### config.mk
export PLATFORM = sky130hd
export DESIGN_NAME = decoder3x8_seq
export DESIGN_NICKNAME = d
export VERILOG_FILES = /design/src/rtl/decoder3x8_seq.sv
export SDC_FILE = /design/constraint.sdc
export NUM_CORES = 1
export LEC_CHECK = 0
export CAP_MARGIN = 40
export CORE_AREA = 2 2 69 71
export CTS_BUF_LIST = sky130_fd_sc_hd__clkbuf_4
export DETAILED_ROUTE_END_ITERATION = 10
export DIE_AREA = 0 0 71 73
export GPL_TIMING_DRIVEN = 0
export PLACE_DENSITY = 0.73
export SLEW_MARGIN = 30
export SYNTH_ARGS = -nofsm -noshare
export SYNTH_HDL_FRONTEND = slang
export SYNTH_SLANG_ARGS = --single-unit
### constraint.sdc
create_clock -name clk -period 2.1 [get_ports clk]
set_clock_uncertainty 0.2 [all_clocks]
set_input_delay 0.42 -clock clk [delete_from_list [all_inputs] [get_ports clk]]
set_output_delay 0.42 -clock clk [all_outputs]
set_load 0.02 [all_outputs]
### src/rtl/decoder3x8_seq.sv
// decoder3x8_seq: buffers {idle, code} beats in a small FIFO and replays each
// buffered code as a one-hot output held for HOLD cycles; counts idle beats.
module decoder3x8_seq #(
    parameter int unsigned HOLD  = 4,
    parameter int unsigned DEPTH = 4
) (
    input  logic       clk,
    input  logic       rst_n,
    input  logic       in_valid,
    output logic       in_ready,
    input  logic       in_idle,
    input  logic [2:0] in_code,
    output logic [7:0] out_onehot,
    output logic       out_valid,
    output logic [2:0] out_code,
    output logic       busy,
    output logic [7:0] idle_cnt
);

    localparam int unsigned AW      = $clog2(DEPTH);
    localparam logic [7:0]  HOLD_M1 = 8'(HOLD - 1);

    localparam logic [0:0] S_IDLE = 1'b0;
    localparam logic [0:0] S_HOLD = 1'b1;

    logic [2:0]  r_mem [DEPTH];
    logic [AW:0] r_wr_ptr;
    logic [AW:0] r_rd_ptr;
    logic [0:0]  r_state;
    logic [7:0]  r_cnt;
    logic [7:0]  r_onehot;
    logic        r_valid;
    logic [2:0]  r_code;
    logic [7:0]  r_idle_cnt;

    logic        w_full;
    logic        w_empty;
    logic        w_accept;
    logic        w_push;
    logic        w_pop;
    logic [2:0]  w_head;

    // Wrap bit differs with equal index bits: pointers a full lap apart.
    assign w_empty  = (r_wr_ptr == r_rd_ptr);
    assign w_full   = (r_wr_ptr[AW] != r_rd_ptr[AW]) &&
                      (r_wr_ptr[AW-1:0] == r_rd_ptr[AW-1:0]);
    assign in_ready = ~w_full;
    assign w_accept = in_valid & ~w_full;
    assign w_push   = w_accept & ~in_idle;
    assign w_head   = r_mem[r_rd_ptr[AW-1:0]];
    assign w_pop    = ~w_empty & ((r_state == S_IDLE) || (r_cnt == 8'd0));

    always_ff @(posedge clk) begin
        if (w_push) begin
            r_mem[r_wr_ptr[AW-1:0]] <= in_code;
        end
    end

    always_ff @(posedge clk or negedge rst_n) begin
        if (!rst_n) begin
            r_wr_ptr <= '0;
            r_rd_ptr <= '0;
        end else begin
            if (w_push) begin
                r_wr_ptr <= r_wr_ptr + (AW+1)'(1);
            end
            if (w_pop) begin
                r_rd_ptr <= r_rd_ptr + (AW+1)'(1);
            end
        end
    end

    always_ff @(posedge clk or negedge rst_n) begin
        if (!rst_n) begin
            r_idle_cnt <= '0;
        end else if (w_accept && in_idle && (r_idle_cnt != 8'hFF)) begin
            r_idle_cnt <= r_idle_cnt + 8'd1;
        end
    end

    // A pop at the end of a hold reloads directly, so codes play back-to-back.
    always_ff @(posedge clk or negedge rst_n) begin
        if (!rst_n) begin
            r_state  <= S_IDLE;
            r_cnt    <= '0;
            r_onehot <= '0;
            r_valid  <= 1'b0;
            r_code   <= '0;
        end else if (w_pop) begin
            r_state  <= S_HOLD;
            r_cnt    <= HOLD_M1;
            r_onehot <= 8'd1 << w_head;
            r_valid  <= 1'b1;
            r_code   <= w_head;
        end else if (r_state == S_HOLD) begin
            if (r_cnt != 8'd0) begin
                r_cnt <= r_cnt - 8'd1;
            end else begin
                r_state  <= S_IDLE;
                r_onehot <= '0;
                r_valid  <= 1'b0;
                r_code   <= '0;
            end
        end
    end

    assign out_onehot = r_onehot;
    assign out_valid  = r_valid;
    assign out_code   = r_code;
    assign busy       = r_valid | ~w_empty;
    assign idle_cnt   = r_idle_cnt;

endmodule

==> impl_metrics.ini <==
[finish]
final_common_cell = dfrtp_1
drive_gt1_share_pct = 33.3
n_antenna_cell = 0
final_nets = 242
num-fill-cells = 299
seq_area_sq_um = 1240
multi_input_area_sq_um = 1080
area_growth_pct = 39.8
final_util_pct = 67.0
final_cell_mix = 33 x dfrtp_1, 22 x clkdlybuf4s50_1, 21 x buf_4, 12 x edfxtp_1
design_area_sq_um = 3040

[die]
dieWidth_um = 71
boundaryPins = 29
dieArea_sq_um = 5180
core_sq_um = 4540
die_h_um = 73
rows = 25
initial_utilization_pct = 47.9

[setup_path]
timing.rr.start = r_cnt[2]
critical_path_class = reg2out
r2r_slack_ns = -0.06
cp-end-kind = primary output
cp-start-kind = register
r2r-end = r_rd_ptr[1]
cp_data_arrival_time_ns = 1.56
crit_required_ns = 1.48
reg2reg_depth = 5
crit_fanout = 3

[global_route]
grt_max_degree = 20
grt_pass1_vias = 1583
grt_first_pass_wirelength_um = 7490
grt_usage_pct = 18.8
antenna_found_initial = 0
grt_overflow_total = 0

[power]
power.leakage_nw = 1.26
power.density_nw_per_um2 = 1490
peakVddDrop_mv = 0.833

[sta]
slew_viol_final = 0
finalHoldViolations = 0
post-route-period-util_pct = 104
holdWs_ns = 0.295
fin_crit_ns = 2.18
setup_slack_ns = -0.0788
finalSetupViolCount = 3
tightest_slew_ns = 0.556
relSlewSlack_pct = 62.9
max_freq_mhz = 459
rsz0062_at_grt = true

[drt]
wl_per_cell_um = 17.1
drt-total-wl_um = 4830
ant_nets = 0
drc = 0
detail_route.iter0.violations = 101
dr.pass1.iters = 6
vias = 1619
viasPerCell = 5.74

[logic_synthesis]
syn_inst = 168
synthesis.area_sq_um = 2170
synth_nets = 183
synth_seq_cells = 47
yosysUniqueCellTypes = 46
yosysWarnings = 0
avgSynthCellArea_sq_um = 12.9
ys_seq_area_share_pct = 56.9

[place]
hpwl_um = 3080
gp_congestion = 0.802
placed_area_sq_um = 2550
io_buffer_count = 28

[outcome]
violations = negative setup slack
status = complete, but fails checks

[clocking]
cts.sinks = 47
cts.path.max_buffers = 2
cts_buffers = 5
clock-root-buffer = clkbuf_4
cts_tree = done
clk_pin_slew_ns = 0.15
htree_levels = 2
clk_latency_ns = 0.38

[min_path]
hold_path.class = in2async

[job]
cap_violations = 0
-- synth_stat cells, drive strengths merged --
cell	instances	area (sq um)
and2	5	31.3
or3b	1	8.76
or3	2	12.5
o311ai	1	8.76
o2bb2ai	3	26.3
ha	8	100
o31ai	2	15.0
clkbuf	2	7.51
xor2	13	114
and4	2	17.5
o211ai	4	30.0
o21a	1	7.51
mux2	2	26.3
mux2i	1	10.0
buf	5	33.8
or2	1	6.26
a22o	4	35.0
o221ai	2	17.5
inv	8	30.0
a32o	4	40.0
mux4	3	67.6
nand3	5	25.0
a311oi	1	8.76
nor2	5	26.3
or4	1	7.51
nand2b	1	6.26
a21oi	1	5.00
o21ai	8	43.8
a2bb2oi	1	8.76
a311o	1	10.0
nor4	2	12.5
nor4b	2	17.5
dfrtp	35	876
nor3b	1	7.51
xnor2	4	35.0
nand2	8	30.0
nor3	6	46.3
edfxtp	12	360
-- cells by family (layout without fill, tap and decap cells) --
kind of cell	Yosys count	count (layout)	synth area share, %
flip-flops	47	47	56.9
AND/OR/NAND/NOR	42	42	11.8
AO/OA/AOI/OAI	33	33	11.8
XOR/XNOR	17	17	6.85
buffers and inverters	15	75	3.28
adder cells (fa/ha/maj)	8	8	4.61
multiplexers	6	6	4.78
-- area by class of cell --
class | instances | share of cell area [%]
inverter | 8 | 0.989
timing repair buffer | 55 | 17.2
clock buffer | 6 | 1.48
clock inverter | 2 | 0.412
sequential | 47 | 40.8
tap | 54 | 2.22
multi-input combinational | 106 | 35.5
buffer | 4 | 1.36
-- per-stage QoR --
step	TNS (ns)	worst slack (ns)	total power [mW]	cells
2_1_floorplan	-0.0930	-0.0930	2.68	168
3_3_place_gp	-15.14	-0.595	3.28	250
3_5_place_dp	-6.90	-0.648	3.38	251
4_1_cts	-0.167	-0.0695	4.16	274
5_1_grt	-1.10	-0.142	4.79	282
6_report	-0.159	-0.0788	4.51	282
-- metal layers --
layer  routed length, um  GRT usage, %
met3                 188          3.73
met1                2020          22.7
met2                2550          33.4
met4                  76          7.55
met5                   0             0
-- flip-flops by register name (all words and copies together), names as in the netlist --
register	flops
r_mem	12
idle_cnt	8
out_onehot	8
r_cnt	8
out_code	3
r_rd_ptr	3
r_wr_ptr	3
out_valid	1
r_state	1
-- worst max-delay path, stage by stage (launching register included) --
cell	delay [ns]
dfrtp_2	0.51
xor2_4	0.21
nor3_4	0.21
nand2b_1	0.11
buf_6	0.14
-- what timing repair did --
action	4_1_cts	5_1_grt
resized for setup	30	33
pin swaps	6	13
hold buffers	1	0
hold endpoints to repair	16	0
setup buffers	15	10
setup endpoints to repair	35	40
-- where the power goes --
part	switching, mW	internal, mW	total (mW)
clock	0.301	0.143	0.443
combinational	1.25	1.24	2.50
sequential	0.309	1.27	1.57
total	1.86	2.65	4.51
-- how the worst max path moves through the flow --
stage	to	start	cells past startpoint	slack [ns]
6_report	busy	r_wr_ptr[0]	4	-0.08
5_1_grt	busy	r_rd_ptr[1]	5	-0.14
4_1_cts	busy	r_rd_ptr[0]	5	-0.07
3_5_place_dp	busy	r_rd_ptr[1]	5	-0.65
3_3_place_gp	busy	r_rd_ptr[1]	5	-0.60
2_1_floorplan	r_rd_ptr[1]	r_cnt[0]	8	-0.09
Note: power is estimated with default switching activity, not from simulation.
